--- config.mk ---
export PLATFORM = sky130hd
export DESIGN_NAME = cacheline_arbiter
export DESIGN_NICKNAME = d
export VERILOG_FILES = /design/src/rtl/cacheline_arbiter.sv
export SDC_FILE = /design/constraint.sdc
export NUM_CORES = 2
export LEC_CHECK = 0
export BUFFER_PORTS_ARGS = -buffer_cell sky130_fd_sc_hd__buf_2
export CORE_AREA = 2 2 542 544
export CTS_CLUSTER_SIZE = 10
export DETAILED_ROUTE_END_ITERATION = 12
export DIE_AREA = 0 0 544 546
export PLACE_DENSITY_LB_ADDON = 0.1
export SKIP_LAST_GASP = 1
export SLEW_MARGIN = 10
export SYNTH_ARGS = -nofsm -noshare
export SYNTH_HDL_FRONTEND = slang
export SYNTH_SLANG_ARGS = --single-unit
--- constraint.sdc ---
create_clock -name clk -period 2.4 [get_ports clk]
set_clock_uncertainty 0.05 [all_clocks]
set_input_delay 0.36 -clock clk [delete_from_list [all_inputs] [get_ports clk]]
set_output_delay 0.36 -clock clk [all_outputs]
set_load 0.01 [all_outputs]
--- src/rtl/cacheline_arbiter.sv ---
// Purpose: two-client (I-cache / D-cache) arbiter in front of the single cacheline adaptor port.
// Latency: request seen in IDLE -> mem_read/mem_write next cycle; mem_resp -> client resp next cycle.
// Backpressure: one transaction at a time; losing client holds its request until it is granted.
module cacheline_arbiter #(
    parameter bit          D_PRIORITY = 1'b1,
    parameter int unsigned TIMEOUT    = 1023
) (
    input  logic         clk,
    input  logic         reset_n,
    input  logic         i_read,
    input  logic [31:0]  i_address,
    output logic [255:0] i_rdata,
    output logic         i_resp,
    input  logic         d_read,
    input  logic         d_write,
    input  logic [31:0]  d_address,
    input  logic [255:0] d_wdata,
    output logic [255:0] d_rdata,
    output logic         d_resp,
    output logic [255:0] mem_line_o,
    input  logic [255:0] mem_line_i,
    output logic [31:0]  mem_address,
    output logic         mem_read,
    output logic         mem_write,
    input  logic         mem_resp,
    output logic         err_o
);

    // A zero TIMEOUT disables the watchdog; keep the counter at least one bit wide.
    localparam int CW = (TIMEOUT > 0) ? $clog2(TIMEOUT + 1) : 1;
    localparam logic [CW-1:0] CNT_MAX   = CW'(TIMEOUT);
    // The counter holds the number of grant cycles including the current one.
    localparam logic [CW-1:0] CNT_START = (TIMEOUT > 0) ? CW'(1) : '0;

    typedef enum logic [2:0] {
        IDLE    = 3'd0,
        GRANT_I = 3'd1,
        GRANT_D = 3'd2,
        RESP_I  = 3'd3,
        RESP_D  = 3'd4
    } state_t;

    state_t        state;
    logic          last_grant_d;   // winner of the most recent tie: 1 = D, 0 = I
    logic          op_write;       // registered op of the current D grant
    logic [CW-1:0] cnt;

    logic d_req;
    logic tie;
    logic pick_d;

    // Arbitration decision for the current IDLE cycle.
    always_comb begin
        d_req  = d_read | d_write;
        tie    = i_read & d_req;
        pick_d = 1'b0;
        if (d_req && !i_read) begin
            pick_d = 1'b1;
        end else if (tie) begin
            pick_d = D_PRIORITY ? 1'b1 : ~last_grant_d;
        end
    end

    // Arbiter FSM with registered adaptor-side and client-side outputs.
    always_ff @(posedge clk) begin
        if (!reset_n) begin
            state        <= IDLE;
            last_grant_d <= 1'b0;
            op_write     <= 1'b0;
            cnt          <= '0;
            err_o        <= 1'b0;
            i_resp       <= 1'b0;
            d_resp       <= 1'b0;
            mem_read     <= 1'b0;
            mem_write    <= 1'b0;
            mem_address  <= '0;
            mem_line_o   <= '0;
            i_rdata      <= '0;
            d_rdata      <= '0;
        end else begin
            case (state)
                IDLE: begin
                    if (i_read || d_req) begin
                        cnt <= CNT_START;
                        if (tie) begin
                            last_grant_d <= pick_d;
                        end
                        if (pick_d) begin
                            // Read+write together is treated as a writeback.
                            state       <= GRANT_D;
                            mem_address <= d_address;
                            mem_line_o  <= d_wdata;
                            op_write    <= d_write;
                            mem_read    <= ~d_write;
                            mem_write   <= d_write;
                        end else begin
                            state       <= GRANT_I;
                            mem_address <= i_address;
                            op_write    <= 1'b0;
                            mem_read    <= 1'b1;
                            mem_write   <= 1'b0;
                        end
                    end
                end
                GRANT_I, GRANT_D: begin
                    if (mem_resp) begin
                        mem_read  <= 1'b0;
                        mem_write <= 1'b0;
                        if (state == GRANT_I) begin
                            state   <= RESP_I;
                            i_resp  <= 1'b1;
                            i_rdata <= mem_line_i;
                        end else begin
                            state  <= RESP_D;
                            d_resp <= 1'b1;
                            if (!op_write) begin
                                d_rdata <= mem_line_i;
                            end
                        end
                    end else if (TIMEOUT != 0) begin
                        // Flag only; the grant keeps waiting for the adaptor.
                        if (cnt == CNT_MAX) begin
                            err_o <= 1'b1;
                        end else begin
                            cnt <= cnt + 1'b1;
                        end
                    end
                end
                RESP_I, RESP_D: begin
                    i_resp <= 1'b0;
                    d_resp <= 1'b0;
                    cnt    <= '0;
                    state  <= IDLE;
                end
                default: begin
                    state <= IDLE;
                end
            endcase
        end
    end

endmodule
Yosys cells after proc, flatten, opt, wreduce, memory -nomap -nowiden:

Cells that the tools add are included.

* add/sub/neg operators: 1
* equal/unequal tests: 11
* mux-type cells: 25
* bitwise operators: 6
* reductions and logical operators: 19

Operators by type and width (number)
* $mux 32: 1
* $mux 10: 3
* $pmux 10 s3: 1
* $reduce_and 3->1: 6
* $ne 2x2->1 const B: 6
* $mux 1: 11
* $add 10x1->10 const B: 1
* $eq 10x10->1 const B: 1
* $mux 3: 3
* $pmux 1 s2: 4
* $reduce_and 4->1: 2
* $eq 3x2->1 const B: 2
* $pmux 3 s2: 1
* $not 1->1: 4
* $reduce_and 2->1: 2
* $reduce_bool 2->1: 2
* $reduce_or 2->1: 2
* $eq 3x1->1 const B: 1
* $eq 3x3->1 const B: 1
* $logic_not 3->1: 1
* $reduce_bool 3->1: 1
* $mux 2: 1
* $and 1x1->1: 1
* $logic_and 1x1->1: 1
* 3 further kinds: 3

* flip-flop bits (word level): 819
* input bits: 582
* output and inout bits: 805
* logic and storage cells: 74

Depth between registers and ports, before layout:

* depth after elaboration: 7
* gate-level depth with buffers: 8
* gate-level depth less buffers: 5

Least setup slack after synthesis:

OpenSTA, ideal clock, no wires.

* path type: register to register
* start point: register cnt[0]
* end point: register cnt[3]
* setup time: 62 ps
* data arrival time: 1658 ps
* required time: 2288 ps
* slack: 630 ps
* stages on the path, launching flop included: 7
* path buffers: 1
* clock period less this slack: 1770 ps
* cell sequence: dfxtp_1 -> ha_1 -> and3_4 -> a41o_1 -> buf_6 -> or4_1 -> nand3_1

* word-level cells in the longest chain between the ends: 4
* elaborated cells on any way between the ends: 7
* those cells by class: 1 x add/sub; 2 x eq/ne; 3 x mux; 1 x reduce/logical

Ends and longest elaborated chain
* from (decl): line 46 `logic [CW-1:0] cnt;`
* from (signal assigned): line 125 `cnt <= cnt + 1'b1;`
* $add 10x1->10: line 125
* $mux 10: line 122 `if (cnt == CNT_MAX) begin`
* $mux 10: line 106 `if (mem_resp) begin`
* $pmux 10 s3: line 81 `case (state)`

Parallel ways exist; a longest one is shown, timed or not. The select of a mux whose other input is x is not followed.
A chain may end at the register's enable or synchronous reset.

Worst setup path after layout:

* start point: register state[1]
* end point: register mem_address[21]

* word-level cells in the longest chain between the ends: 2

Ends and longest elaborated chain
* from (decl): line 43 `state_t state;`
* from (signal assigned): line 67 `state <= IDLE;`
* from (signal assigned): line 90 `state <= GRANT_D;`
* from (signal assigned): line 97 `state <= GRANT_I;`
* $logic_not 3->1: line 81
* $reduce_and 2->1 (no source line)
* to (signal assigned): line 91 `mem_address <= d_address;`
* to (signal assigned): line 98 `mem_address <= i_address;`
* to (decl): line 22 `output logic [31:0] mem_address,`

No other way between the ends.

==> qor.yml <==
status:
  outcome: "completed"
floorplanning:
  initial_core_util_pct: 9.80
  die_area_um2: 297000
  io_pins: 1387
  rows: 199
  die_w_um: 544
  core_area_um2: 292000
  fp.dieH_um: 546
routing:
  vias: 32800
  final_antenna_net_count: 0
  met2WireLength_um: 94900
  avgRoutedWirePerCell_um: 21.5
  drtPass1Iterations: 5
  met3_length_um: 20700
  via_per_inst: 3.41
  drtIter0Drc: 1801
  wirelength_um: 207000
  highest_layer: "met5"
  routedLengthMet1_um: 83300
  drc: 0
layout:
  nFillCells: 33700
  drive_above_1_share_pct: 30.0
  stdcell_area_um2: 50400
  area_delta_synth_final_pct: 76.2
  nets: 6164
place:
  place_area_um2: 40800
  post-dp-hpwl_um: 165000
  gp_congestion: 0.855
  io_buffers: 1386
clocking:
  h-tree-depth: 3
  root_buffer: "clkbuf_16"
  cts_sinks: 819
  cts_tree: "done"
  clkLatencyLatePin_ns: 0.83
  cts_buffer_depth: 4
  clk_pin_slew_worst_paths_ns: 0.06
  cts_buffers: 116
timing:
  fmax_mhz: 446
  slew_headroom_pct: 53.6
  worst_slew_pin_slew_ns: 0.696
  slew_violations: 0
  post-route-min-period_ns: 2.24
  final.setup.tns_ns: 0
  finalSetupViolCount: 0
  final_hold_viol_count: 0
  finalCritPeriodShare_pct: 93.5
  rsz0062_at_grt: "no"
synth:
  ys.flop_type: "dfxtp_1"
  async_reset_ff_share_pct: 0
  synth_warnings: 0
  syn_nets: 4229
  synthDominantCellAreaShare_pct: 57.3
  yosys.area.top_type: "dfxtp_1"
  ys_seq_elements: 819
  synth.distinct_cells: 50
  yosysMostFrequentCell: "nand2_1"
  synth_common_cells: "1580 x nand2_1, 819 x dfxtp_1, 778 x a21oi_1"
  synth_area_um2: 28600
  syn_inst: 3646
  synth_edf_count: 0
  ys_seq_area_share_pct: 57.3
  synthTopCellsByArea: "dfxtp_1 57%, nand2_1 21%, a21oi_1 14%"
  synth.avg_cell_area_um2: 7.85
critical_path:
  path_class: "register to register"
  crit_path_max_fanout: 15
  worstSetupEndpointType: "register"
  path_common_cell: "buf_4"
  critPathTopFamily: "buffers and inverters"
  critPathBufInv: 4
  crit_path_start_kind: "register"
  max_stage_delay_ns: 0.61
  cp.arrival_ns: 2.97
  path_cells: "buf_4, nor3_4, buf_4, and2b_4, buf_12, nor2_1, a311oi_1, dlygate4sd3_1"
  required_ns: 3.12
  slowest_stage: "dlygate4sd3_1"
power_and_ir_drop:
  p_comb_share_pct: 15.6
  swShare_pct: 29.2
  internal_power_w: 0.0267
  p_seq_share_pct: 39.0
  power.density_nw_per_um2: 747
  power.share.clock_pct: 45.4
  p_switching_w: 0.0110
  p_leak_nw: 21.1
  vdd_drop_max_mv: 0.569
global_route:
  antenna_found_initial: 84
  grt_use_total_pct: 13.3
  grt_overflow: 0
  grt_pass1_wl_um: 277000
  grt_max_degree: 78
  first_global_vias: 33000
min_path:
  hold_class: "input port to register"
run:
  maxCapViolations: 0
flip-flops by register name, indices dropped and copies added, names as in the netlist:
register     cells
mem_write        1
d_resp           1
d_rdata        256
state            3
mem_address     32
cnt             10
mem_line_o     256
err_o            1
i_rdata        256
i_resp           1
mem_read         1
op_write         1
logic make-up after synthesis:
family	after synthesis	share of synthesized area (%)
muxes	1	0.0350
and+or+nand+nor	1657	22.2
xor gates and xnor gates	1	0.0306
adders and majority gates	1	0.0437
DFF	819	57.3
buffers and inverters	290	4.47
AOI/OAI and AO/OA	877	16.0
timing repair:
item / 4_1_cts / 5_1_grt
endpoints found under the setup margin: 0 / 3
hold buffers: 579 / 0
endpoints found under the hold margin: 816 / 0
setup buffers: 0 / 2
gates resized for setup: 0 / 1
cells in the final DEF (no fill, tap or decap), types with 2 or more instances in the layout:
master         instances
a211oi_1               3
a21oi_1              778
a221oi_1               2
a311oi_1              32
a31oi_1                4
and3_4                 3
buf_12                44
buf_2               1386
buf_4                 93
bufinv_16              4
clkbuf_1              39
clkbuf_16            118
clkbuf_8              24
clkinv_16              2
clkinv_2               8
clkinvlp_4             2
dfxtp_1              819
diode_2               43
dlygate4sd3_1        579
inv_1                  2
nand2_1             1580
nand2b_1               3
nand3_1                7
nand3_4                2
nand4_1                3
nor2_1                38
nor3_1                 4
nor3_4                 2
o21a_1                 2
o21ai_0               42
o22ai_1                2
or4_1                  3
routing by layer:
| layer | GRT usage, % | vias to the layer above |
|---|---|---|
| li1 | - | 15800 |
| met1 | 15.3 | 15400 |
| met2 | 21.8 | 1259 |
| met3 | 5.51 | 292 |
| met4 | 4.76 | 38 |
| met5 | 0 | - |
cell type report:
type	count	area, um2	share of cell area [%]
Sequential cell	819	16400	32.5
Antenna cell	43	108	0.213
Clock inverter	18	272	0.538
Clock buffer	179	3380	6.70
Tap cell	3919	4900	9.72
Multi-Input combinational cell	2537	11000	21.8
Inverter	3	18.8	0.0372
Timing Repair Buffer	2104	14400	28.5
path summary, 6_finish.rpt:
kind / startpoint / endpoint / slack, ns / cells past startpoint
max: state[1] / mem_address[21] / 0.16 / 8
min: d_write / op_write / 0.15 / 4
max reg2reg: state[1] / mem_address[21] / 0.16 / 8
min reg2reg: i_rdata[210] / i_rdata[210] / 0.40 / 2
tightest hold or removal path, cell delays in order:
cell,delay (ns)
buf_2,0.17
buf_4,0.24
nand4_1,0.13
a21oi_1,0.07
power groups by stage:
stage	Combinational (W)	Sequential, W	Clock, W
4_1_cts	0.00602	0.0147	0.0180
3_5_place_dp	0.00505	0.0150	0
5_1_grt	0.00641	0.0148	0.0184
3_3_place_gp	0.00506	0.0150	0
2_1_floorplan	0.00171	0.0153	0
6_report	0.00588	0.0147	0.0171
through the flow:
| step | hold WS (ns) | instances | total power [W] | setup slack (ns) | utilization [%] |
|---|---|---|---|---|---|
| final | 0.148 | 9622 | 0.0377 | 0.157 | 17.3 |
| after global routing | 0.0920 | 9608 | 0.0396 | 0.0153 | 17.3 |
| after CTS | 0.0389 | 9575 | 0.0387 | 0.137 | 17.2 |
| after detailed placement | 0.393 | 8799 | 0.0201 | 0.162 | 14.0 |
| after global placement | 0.390 | 8799 | 0.0201 | 0.192 | 14.0 |
| after floorplan | 0.384 | 3646 | 0.0170 | 0.630 | - |
Note: power is estimated with default switching activity, not from simulation.
